$ cat config.mk
export PLATFORM = sky130hd
export DESIGN_NAME = hazard_ctrl
export DESIGN_NICKNAME = d
export VERILOG_FILES = /design/src/rtl/hazard_ctrl_pkg.sv /design/src/rtl/hazard_ctrl_md_busy_counter.sv /design/src/rtl/hazard_ctrl.sv
export SDC_FILE = /design/constraint.sdc
export NUM_CORES = 1
export LEC_CHECK = 0
export CAP_MARGIN = 25
export CORE_MARGIN = 2
export CORE_UTILIZATION = 45
export CTS_CLUSTER_SIZE = 20
export DETAILED_ROUTE_END_ITERATION = 16
export DONT_BUFFER_PORTS = 1
export HOLD_SLACK_MARGIN = 0.12
export PLACE_DENSITY_LB_ADDON = 0.25
export SETUP_SLACK_MARGIN = 0.1
export SLEW_MARGIN = 5
export SYNTH_ARGS = -nofsm -noshare
export SYNTH_HDL_FRONTEND = slang
export SYNTH_SLANG_ARGS = --single-unit
export TNS_END_PERCENT = 30
$ cat constraint.sdc
create_clock -name clk -period 2.79 [get_ports clk]
set_input_delay 0.558 -clock clk [delete_from_list [all_inputs] [get_ports clk]]
set_output_delay 0.558 -clock clk [all_outputs]
set_load 0.02 [all_outputs]
$ cat src/rtl/hazard_ctrl_pkg.sv
// Shared types and defaults for the pipeline hazard controller.
// Optional build macro: HAZARD_PERF_EN (adds stall/flush performance counters to the top).
package hazard_ctrl_pkg;

    typedef logic [4:0] creg_addr_t;

    typedef enum logic {MdIdle, MdBusy} md_state_t;
    typedef enum logic {DIdle, DWait}   d_state_t;

    localparam int unsigned DivCyclesDefault  = 32;
    localparam int unsigned MultCyclesDefault = 4;

    // Register r0 is hard-wired zero, so writing it never creates a dependency.
    function automatic logic src_match(creg_addr_t dst, creg_addr_t rs, creg_addr_t rt);
        return (dst != '0) && ((dst == rs) || (dst == rt));
    endfunction

endpackage

$ cat src/rtl/hazard_ctrl_md_busy_counter.sv
// Mult/div occupancy tracker: holds E busy for DIV_CYCLES or MULT_CYCLES cycles
// including the issue cycle. An abort drops straight back to idle.
module md_busy_counter
    import hazard_ctrl_pkg::*;
#(
    parameter int unsigned DIV_CYCLES  = DivCyclesDefault,
    parameter int unsigned MULT_CYCLES = MultCyclesDefault
) (
    input  logic clk,
    input  logic reset,
    input  logic start_i,
    input  logic isdiv_i,
    input  logic abort_i,
    output logic busy_o
);

    localparam int unsigned MaxCycles = (DIV_CYCLES > MULT_CYCLES) ? DIV_CYCLES : MULT_CYCLES;
    localparam int unsigned CntW      = (MaxCycles > 2) ? $clog2(MaxCycles) : 1;

    localparam logic [CntW-1:0] DivLoad  = CntW'(DIV_CYCLES - 1);
    localparam logic [CntW-1:0] MultLoad = CntW'(MULT_CYCLES - 1);
    localparam logic [CntW-1:0] CntLast  = CntW'(1);

    md_state_t       state_q;
    logic [CntW-1:0] cnt_q;

    always_ff @(posedge clk) begin
        if (reset || abort_i) begin
            state_q <= MdIdle;
            cnt_q   <= '0;
        end else begin
            unique case (state_q)
                MdIdle: begin
                    if (start_i) begin
                        state_q <= MdBusy;
                        cnt_q   <= isdiv_i ? DivLoad : MultLoad;
                    end
                end
                MdBusy: begin
                    cnt_q <= cnt_q - 1'b1;
                    if (cnt_q == CntLast) begin
                        state_q <= MdIdle;
                    end
                end
                default: begin
                    state_q <= MdIdle;
                    cnt_q   <= '0;
                end
            endcase
        end
    end

    // The issue cycle counts as busy, so the idle-state start is folded in combinationally.
    assign busy_o = (state_q == MdBusy) || ((state_q == MdIdle) && start_i);

endmodule

$ cat src/rtl/hazard_ctrl.sv
// Pipeline hazard controller: stall/flush generation for the five pipeline registers.
// Optional build macro: HAZARD_PERF_EN (adds perf_stall_cyc / perf_flush_cnt outputs).
module hazard_ctrl
    import hazard_ctrl_pkg::*;
#(
    parameter int unsigned DIV_CYCLES  = DivCyclesDefault,
    parameter int unsigned MULT_CYCLES = MultCyclesDefault
) (
    input  logic        clk,
    input  logic        reset,
    input  logic [4:0]  rsD,
    input  logic [4:0]  rtD,
    input  logic        branchD,
    input  logic [4:0]  writeregE,
    input  logic        regwriteE,
    input  logic        memtoregE,
    input  logic [4:0]  writeregM,
    input  logic        regwriteM,
    input  logic        memtoregM,
    input  logic        mdstartE,
    input  logic        mdisdivE,
    input  logic        i_req,
    input  logic        i_data_ok,
    input  logic        d_reqM,
    input  logic        d_data_ok,
    input  logic        excM,
    output logic        stallF,
    output logic        stallD,
    output logic        stallE,
    output logic        stallM,
    output logic        flushD,
    output logic        flushE,
    output logic        flushM,
    output logic        flushW,
    output logic        md_busy
`ifdef HAZARD_PERF_EN
    ,
    output logic [31:0] perf_stall_cyc,
    output logic [31:0] perf_flush_cnt
`endif
);

    d_state_t d_state_q;
    logic     lwstall, brstall, ldbr, dwait, exc, fwait, md_raw, md_stall;

    // Branch stalls only key off a load in M; ALU results in M are forwarded.
    logic unused_regwrite_m;
    assign unused_regwrite_m = regwriteM;

    assign lwstall = regwriteE & memtoregE & src_match(writeregE, rsD, rtD);
    assign brstall = branchD & ((regwriteE & src_match(writeregE, rsD, rtD)) |
                                (memtoregM & src_match(writeregM, rsD, rtD)));
    assign ldbr    = lwstall | brstall;
    assign fwait   = i_req & ~i_data_ok;
    assign dwait   = (((d_state_q == DIdle) & d_reqM) | (d_state_q == DWait)) & ~d_data_ok;
    assign exc     = excM & ~dwait;

    md_busy_counter #(
        .DIV_CYCLES  (DIV_CYCLES),
        .MULT_CYCLES (MULT_CYCLES)
    ) u_md_busy_counter (
        .clk     (clk),
        .reset   (reset),
        .start_i (mdstartE),
        .isdiv_i (mdisdivE),
        .abort_i (exc),
        .busy_o  (md_raw)
    );

    assign md_stall = md_raw & ~reset;
    assign md_busy  = md_stall;

    always_ff @(posedge clk) begin
        if (reset) begin
            d_state_q <= DIdle;
        end else begin
            unique case (d_state_q)
                DIdle:   if (d_reqM && !d_data_ok) d_state_q <= DWait;
                DWait:   if (d_data_ok) d_state_q <= DIdle;
                default: d_state_q <= DIdle;
            endcase
        end
    end

    always_comb begin
        stallF = 1'b0;
        stallD = 1'b0;
        stallE = 1'b0;
        stallM = 1'b0;
        flushD = 1'b0;
        flushE = 1'b0;
        flushM = 1'b0;
        flushW = 1'b0;
        if (!reset) begin
            if (dwait) begin
                stallF = 1'b1;
                stallD = 1'b1;
                stallE = 1'b1;
                stallM = 1'b1;
                flushW = 1'b1;
            end else if (exc) begin
                flushD = 1'b1;
                flushE = 1'b1;
                flushM = 1'b1;
                flushW = 1'b1;
            end else begin
                stallF = md_stall | ldbr | fwait;
                stallD = md_stall | ldbr;
                stallE = md_stall;
                flushM = md_stall;
                // Never flush a stage that a higher-priority rule is holding.
                flushE = ldbr & ~md_stall;
                flushD = fwait & ~(md_stall | ldbr);
            end
        end
    end

`ifdef HAZARD_PERF_EN
    logic [31:0] perf_stall_q, perf_flush_q;

    always_ff @(posedge clk) begin
        if (reset) begin
            perf_stall_q <= '0;
            perf_flush_q <= '0;
        end else begin
            perf_stall_q <= perf_stall_q + 32'(stallF);
            perf_flush_q <= perf_flush_q + 32'(flushE | flushM | flushW);
        end
    end

    assign perf_stall_cyc = perf_stall_q;
    assign perf_flush_cnt = perf_flush_q;
`endif

endmodule

==> results of run 1 <==
==> where the power goes <==
group,leakage [nW],internal (mW),switching (mW)
logic,0.221,0.0449,0.0517
clock network,0.0177,0.0525,0.0405
registers,0.0577,0.107,0.00711
==> state kept, by name, summed over array words and instances, names as in the netlist <==
signal / flops
d_state_q: 1
u_md_busy_counter.cnt_q: 5
u_md_busy_counter.state_q: 1
==> cells by family after synthesis <==
family | count (synthesis) | synth area share
xor+xnor | 20 | 0.244
buf+inv | 7 | 0.0383
flops | 7 | 0.195
simple gates | 41 | 0.286
compound gates | 20 | 0.202
fa+ha+maj | 2 | 0.0348
==> cell usage in the layout, fill, tap and decap left out <==
| cell | netlist | final |
|---|---|---|
| xnor2_1 | 20 | 20 |
| nand2_1 | 10 | 10 |
| dfxtp_1 | 7 | 7 |
| inv_1 | 6 | 6 |
| nor2_1 | 6 | 6 |
| nor2b_1 | 6 | 6 |
| nand3_1 | 5 | 5 |
| o21ai_0 | 5 | 5 |
| a211oi_1 | 4 | 4 |
| nor3_1 | 4 | 4 |
| a31oi_1 | 3 | 3 |
| clkbuf_4 | 0 | 3 |
| or2_2 | 2 | 2 |
| a21oi_1 | 2 | 2 |
| o22ai_1 | 2 | 2 |
| or3_1 | 2 | 2 |
| nand2b_1 | 2 | 2 |
| nor4_1 | 2 | 2 |
| and3_1 | 2 | 2 |
| ha_1 | 2 | 2 |
| o311a_1 | 1 | 1 |
| a22oi_4 | 1 | 1 |
| a22o_1 | 1 | 1 |
| a41oi_1 | 1 | 1 |
| clkinv_2 | 0 | 1 |
==> through the flow <==
| stage | utilization | cells | power [mW] | setup WS (ns) |
|---|---|---|---|---|
| final | 0.505 | 116 | 0.304 | 0.309 |
| after global routing | 0.505 | 116 | 0.324 | 0.125 |
| after CTS | 0.505 | 116 | 0.309 | 0.343 |
| after global placement | 0.487 | 112 | 0.210 | 0.492 |
| after detailed placement | 0.487 | 112 | 0.212 | 0.471 |
| after floorplan | - | 97 | 0.200 | 0.555 |
==> area by class of cell <==
cell class	instances	area [um2]	share of cell area
inverters	6	22.5	0.0296
multi-input cells	83	551	0.724
clock buffers	3	22.5	0.0296
clock inverters	1	5.00	0.00658
well taps	16	20.0	0.0263
flip-flops and latches	7	140	0.184
==> path summary, 6_finish.rpt <==
check | cells after the start | startpoint | to | slack [ns]
max | 5 | u_md_busy_counter.state_q | flushD | 0.31
min reg2reg | 2 | u_md_busy_counter.cnt_q[3] | u_md_busy_counter.cnt_q[3] | 0.51
max reg2reg | 4 | u_md_busy_counter.state_q | u_md_busy_counter.state_q | 1.30
min | 2 | mdisdivE | u_md_busy_counter.cnt_q[4] | 0.50
==> per-layer routing <==
layer,routed length (um),part of all wire
met1,650,0.41
met2,781,0.49
met3,170,0.11
met4,0,0
met5,0,0
==> flow_metrics.env, run 1 <==
export IMPL_antenna_found_initial=0
export IMPL_ant_nets=0
export IMPL_fin_crit_sh=0.889
export IMPL_design_die_area_um2=1930
export IMPL_required_ns=2.23
export IMPL_syn_to_final_growth_pct=5.92
export IMPL_gr_usage_met3=0.0292
export IMPL_max_cap_viol_count=0
export IMPL_setup_viol_count_final=0
export IMPL_synthFlopType="dfxtp_1"
export IMPL_grt_use_total=0.177
export IMPL_finalHoldViolations=0
export IMPL_via_per_inst=5.95
export IMPL_final_fill_count=169
export IMPL_critical_path_slowest_cell="dfxtp_1"
export IMPL_crit_buf_inv=1
export IMPL_grt_max_degree=11
export IMPL_fin_area_um2=761
export IMPL_p_per_area_nw_per_um2=399
export IMPL_num_rows=14
export IMPL_drt_wl_total_um=1600
export IMPL_busiest_layer="met2"
export IMPL_drive_gt1_frac=0.0700
export IMPL_dieHeight_um=44.0
export IMPL_syn_inst=97
export IMPL_antenna_cells=0
export IMPL_postPlaceCellArea_um2=733
export IMPL_cts_tree="done"
export IMPL_critical_path_peak_fanout=10
export IMPL_worst_ir_drop_vdd_uv=309
export IMPL_wl_per_cell_um=13.8
export IMPL_cp_arrival_ns=1.92
export IMPL_syn_area_per_cell_um2=7.40
export IMPL_cp_end_kind="primary output"
export IMPL_overflow=0
export IMPL_yosysTopAreaCellShare=0.244
export IMPL_clk_insertion_delay_late_ns=0.25
export IMPL_postCtsSetupBuffers=0
export IMPL_portBuffers=0
export IMPL_cts_buffers=3
export IMPL_yosysMostFrequentCell="xnor2_1"
export IMPL_grt_pass1_wl_um=2600
export IMPL_io_pin_count=43
export IMPL_syn_nets=133
export IMPL_synth_area_leaders="xnor2_1, dfxtp_1, nand2_1"
export IMPL_slew_viol_final=0
export IMPL_htreeDepth=1
export IMPL_worstMarginPinSlew_ns=0.676
export IMPL_slowest_delay_ns=0.40
export IMPL_cts_path_max_buffers=2
export IMPL_whs_ns=0.498
export IMPL_fin_nets=137
export IMPL_cts_resized=0
export IMPL_yosysSeqAreaShare=0.195
export IMPL_clkTransAtPathRegs_ns=0.06
export IMPL_synth_common_cells="xnor2_1, nand2_1, dfxtp_1"
export IMPL_grtUsageMet1=0.220
export IMPL_synth_top_cell_by_area="xnor2_1"
export IMPL_place_hpwl_um=1330
export IMPL_fmax_mhz=403
export IMPL_ys_ff_latch=7
export IMPL_vias=690
export IMPL_initial_utilization=0.477
export IMPL_path_class="flip-flop to primary output"
export IMPL_fin_crit_ns=2.48
export IMPL_tns_ns=0
export IMPL_synth_edf_count=0
export IMPL_synth_cell_type_count=24
export IMPL_cts_hold_buf=0
export IMPL_cts_sinks=7
export IMPL_p_leak_nw=0.296
export IMPL_drtIter0Drc=16
export IMPL_path_delay_family="simple AND/OR/NAND/NOR gates"
export IMPL_design_core_area_um2=1510
export IMPL_maxSlewHeadroom=0.547
export IMPL_cts_root_buffer_cell="clkbuf_4"
export IMPL_ys_async_sr_fraction=0
export IMPL_rsz0062_at_grt="no"
export IMPL_path_cells="nor2_1, or2_2, inv_1, nor4_1, a22o_1"
export IMPL_grtUsageMet2=0.297
export IMPL_grt_pass1_vias=681
export IMPL_gp_congestion=0.833
export IMPL_drc=0
export IMPL_dieWidth_um=44.0
export IMPL_yosysWarningCount=0
export IMPL_hold_path_class="input port to flip-flop"
export IMPL_netlist_area_um2=718
export IMPL_status="finished clean"
export IMPL_start_kind="flip-flop"
export IMPL_clock_skew_ns=0.00815
export IMPL_first_pass_iters=4
(Power assumes the default switching activity.)
==> inputs of run 2 (changes only) <==
Settings changed: CORE_UTILIZATION 45 to 50.
==> flow_metrics.env, run 2 (synthesis results as in run 1) <==
export IMPL_design_die_area_um2=1760
export IMPL_regToRegSetupSlack_ns=1.37
export IMPL_register_area_um2=140
export IMPL_crit_buf_inv=1
export IMPL_drc=0
export IMPL_place_hpwl_um=1300
export IMPL_grt_pass1_wl_um=2590
export IMPL_path_class="flip-flop to primary output"
export IMPL_multiInputGateArea_um2=551
export IMPL_hold_path_class="input port to flip-flop"
export IMPL_slew_viol_final=0
export IMPL_setup_viol_count_final=0
export IMPL_wl_per_cell_um=13.9
export IMPL_setup_ws_ns=0.380
export IMPL_top_register="u_md_busy_counter.cnt_q"
export IMPL_syn_to_final_growth_pct=5.57
export IMPL_worst_ir_drop_vdd_uv=230
export IMPL_drt_wl_total_um=1600
export IMPL_design_core_area_um2=1320
export IMPL_first_pass_iters=4
export IMPL_p_comb_frac=0.319
export IMPL_portBuffers=0
export IMPL_cts_sinks=7
export IMPL_via_per_inst=6.21
export IMPL_grt_pass1_vias=665
export IMPL_ant_nets=0
export IMPL_finalHoldViolations=0
export IMPL_final_common_cell="xnor2_1"
export IMPL_final_fill_count=126
export IMPL_dieWidth_um=41.9
export IMPL_required_ns=2.23
export IMPL_io_pin_count=43
export IMPL_seq_power_share=0.379
export IMPL_antenna_cells=0
export IMPL_pre_cts_ws_ns=0.488
export IMPL_antenna_found_initial=0
export IMPL_grt_use_total=0.186
export IMPL_htreeDepth=1
export IMPL_rsz0062_at_grt="no"
export IMPL_maxSlewHeadroom=0.522
export IMPL_critical_path_peak_fanout=10
export IMPL_path_delay_family="simple AND/OR/NAND/NOR gates"
export IMPL_grt_max_degree=11
export IMPL_fin_crit_sh=0.864
export IMPL_fin_area_um2=758
export IMPL_power_switching_mw=0.0957
export IMPL_fmax_mhz=415
export IMPL_clkPwrFrac=0.302
export IMPL_worstMarginPinSlew_ns=0.712
export IMPL_fin_crit_ns=2.41
export IMPL_cts_resized=0
export IMPL_clk_insertion_delay_late_ns=0.25
export IMPL_cp_end_kind="primary output"
export IMPL_cts_tree="done"
export IMPL_dieHeight_um=41.9
export IMPL_most_common_layout_cells="xnor2_1, nand2_1, dfxtp_1"
export IMPL_largest_register_ffs=5
export IMPL_clkTransAtPathRegs_ns=0.05
export IMPL_critical_path_slowest_cell="dfxtp_1"
export IMPL_gp_congestion=0.828
export IMPL_cts_root_buffer_cell="clkbuf_4"
export IMPL_start_kind="flip-flop"
export IMPL_clock_skew_ns=0.00484
export IMPL_initial_utilization=0.545
export IMPL_path_cells="nor2_1, or2_2, inv_1, nor4_1, a22o_1"
export IMPL_slowest_delay_ns=0.39
export IMPL_drive_gt1_frac=0.0600
export IMPL_max_cap_viol_count=0
export IMPL_num_rows=13
export IMPL_fin_nets=137
export IMPL_p_per_area_nw_per_um2=399
export IMPL_cts_hold_buf=0
export IMPL_drtIter0Drc=13
export IMPL_vias=714
export IMPL_intPower_mw=0.207
export IMPL_cp_arrival_ns=1.85
export IMPL_overflow=0
export IMPL_postPlaceCellArea_um2=732
export IMPL_cts_buffers=3
export IMPL_p_leak_nw=0.294
export IMPL_tns_ns=0
export IMPL_postCtsSetupBuffers=0
export IMPL_top_regs="u_md_busy_counter.cnt_q x5, d_state_q x1, u_md_busy_counter.state_q x1"
export IMPL_status="finished clean"
export IMPL_cts_path_max_buffers=2
export IMPL_p_sw_frac=0.317
## run 2: power by group through the flow
stage	logic, mW	clock network [mW]	registers (mW)
after floorplan	0.0872	0	0.113
after global placement	0.0938	0	0.116
after detailed placement	0.0958	0	0.116
after CTS	0.0967	0.0926	0.114
after global routing	0.106	0.102	0.115
final	0.0966	0.0912	0.115
## run 2: area by class of cell
type / instances / share of cell area
Clock buffer: 4 / 0.0347
Inverter: 6 / 0.0297
Multi-Input combinational cell: 83 / 0.726
Sequential cell: 7 / 0.185
Tap cell: 15 / 0.0248
## run 2: routing by layer
layer,track usage,wire length (um)
met1,0.195,619
met2,0.338,806
met3,0.0696,152
met5,0,0
met4,0.0581,20
## run 2: worst reg2reg max path, stage by stage (launching register included)
cell,delay [ns]
dfxtp_1,0.48
nor2_1,0.16
or2_2,0.34
inv_1,0.20
and3_1,0.18
## run 2: path summary, 6_finish.rpt
kind	start	to	cells after the start
hold reg to reg	u_md_busy_counter.cnt_q[3]	u_md_busy_counter.cnt_q[3]	2
setup reg to reg	u_md_busy_counter.state_q	u_md_busy_counter.state_q	4
setup / recovery	u_md_busy_counter.state_q	flushD	5
hold / removal	mdisdivE	u_md_busy_counter.cnt_q[2]	2
## run 2: per-stage QoR
step	util	cells	power (mW)	hold WS, ns
after floorplan	-	97	0.200	0.464
final	0.575	115	0.302	0.489
after detailed placement	0.556	111	0.212	0.492
after global routing	0.575	115	0.323	0.486
after CTS	0.575	115	0.303	0.490
after global placement	0.556	111	0.210	0.475
==> inputs of run 3 (changes only) <==
Settings changed: CORE_MARGIN 2 to 3, SKIP_CTS_REPAIR_TIMING from default to 1.
==> flow_metrics.env, run 3 (synthesis results as in run 1) <==
export IMPL_via_per_inst=5.84
export IMPL_drive_gt1_frac=0.0600
export IMPL_antenna_cells=0
export IMPL_ant_nets=0
export IMPL_grt_max_degree=11
export IMPL_regToRegSetupSlack_ns=1.36
export IMPL_cts_root_buffer_cell="clkbuf_4"
export IMPL_grt_use_total=0.185
export IMPL_drtIter0Drc=5
export IMPL_cts_sinks=7
export IMPL_cp_end_kind="primary output"
export IMPL_top_regs="u_md_busy_counter.cnt_q x5, d_state_q x1, u_md_busy_counter.state_q x1"
export IMPL_maxSlewHeadroom=0.540
export IMPL_final_common_cell="xnor2_1"
export IMPL_crit_buf_inv=1
export IMPL_dieHeight_um=43.9
export IMPL_place_hpwl_um=1410
export IMPL_top_register="u_md_busy_counter.cnt_q"
export IMPL_worstMarginPinSlew_ns=0.685
export IMPL_p_per_area_nw_per_um2=399
export IMPL_grt_pass1_wl_um=2730
export IMPL_fin_crit_sh=0.865
export IMPL_vias=672
export IMPL_wl_per_cell_um=14.2
export IMPL_slowest_delay_ns=0.39
export IMPL_fmax_mhz=414
export IMPL_final_fill_count=130
export IMPL_tns_ns=0
export IMPL_clkTransAtPathRegs_ns=0.05
export IMPL_cts_buffers=3
export IMPL_initial_utilization=0.545
export IMPL_path_delay_family="simple AND/OR/NAND/NOR gates"
export IMPL_rsz0062_at_grt="no"
export IMPL_p_leak_nw=0.294
export IMPL_status="finished clean"
export IMPL_worst_ir_drop_vdd_uv=240
export IMPL_design_core_area_um2=1320
export IMPL_drc=0
export IMPL_syn_to_final_growth_pct=5.57
export IMPL_min_delay_path_depth=2
export IMPL_finalHoldViolations=0
export IMPL_grt_pass1_vias=703
export IMPL_critical_path_peak_fanout=10
export IMPL_fin_crit_ns=2.41
export IMPL_design_die_area_um2=1930
export IMPL_total_power_mw=0.303
export IMPL_most_common_layout_cells="xnor2_1, nand2_1, dfxtp_1"
export IMPL_cts_path_max_buffers=2
export IMPL_required_ns=2.23
export IMPL_clock_skew_ns=0.00132
export IMPL_num_rows=13
export IMPL_cp_arrival_ns=1.86
export IMPL_portBuffers=0
export IMPL_cp_depth=5
export IMPL_setup_viol_count_final=0
export IMPL_max_cap_viol_count=0
export IMPL_path_class="flip-flop to primary output"
export IMPL_path_cells="nor2_1, or2_2, inv_1, nor4_1, a22o_1"
export IMPL_gp_congestion=0.793
export IMPL_fin_nets=137
export IMPL_htreeDepth=1
export IMPL_drt_wl_total_um=1630
export IMPL_cts_tree="done"
export IMPL_start_kind="flip-flop"
export IMPL_antenna_found_initial=0
export IMPL_reg2reg_depth=4
export IMPL_hold_path_class="input port to flip-flop"
export IMPL_io_pin_count=43
export IMPL_slew_viol_final=0
export IMPL_first_pass_iters=2
export IMPL_critical_path_slowest_cell="dfxtp_1"
export IMPL_clk_insertion_delay_late_ns=0.25
export IMPL_dieWidth_um=43.9
export IMPL_largest_register_ffs=5
export IMPL_overflow=0
==> run 3: path summary, 6_finish.rpt <==
path,endpoint,start
worst max-delay path,flushD,u_md_busy_counter.state_q
worst min-delay path,u_md_busy_counter.cnt_q[2],mdisdivE
worst max register to register,u_md_busy_counter.state_q,u_md_busy_counter.state_q
worst min register to register,u_md_busy_counter.cnt_q[3],u_md_busy_counter.cnt_q[3]
==> run 3: final cells by class <==
type	count	area [um2]	area share
clock buffers	4	26.3	0.0347
inverters	6	22.5	0.0297
multi-input cells	83	551	0.726
well taps	15	18.8	0.0248
flip-flops and latches	7	140	0.185
==> run 3: power by group <==
part	total (mW)	switching [mW]	internal, mW
sequential	0.114	0.00691	0.107
clock	0.0926	0.0380	0.0546
combinational	0.0962	0.0513	0.0449
==> run 3: metal layers <==
layer	up-vias	wire, um	GRT usage
met5	-	0	0
met4	0	28	0.114
met3	4	204	0.0622
met2	31	796	0.323
met1	293	601	0.185
li1	344	-	-
==> run 3: stage by stage <==
stage / util / hold slack (ns) / setup slack [ns] / instances / instance area, um2
finish: 0.575 / 0.494 / 0.376 / 115 / 758
CTS: 0.575 / 0.489 / 0.376 / 115 / 758
global route: 0.575 / 0.510 / 0.242 / 115 / 758
global placement: 0.556 / 0.473 / 0.488 / 111 / 732
detailed placement: 0.556 / 0.504 / 0.464 / 111 / 732
floorplan: - / 0.464 / 0.555 / 97 / 718
==> run 3: worst reg2reg max path, stage by stage (launching register included) <==
cell and delay (ns):
dfxtp_1 0.49, nor2_1 0.17, or2_2 0.33, inv_1 0.20
and3_1 0.18
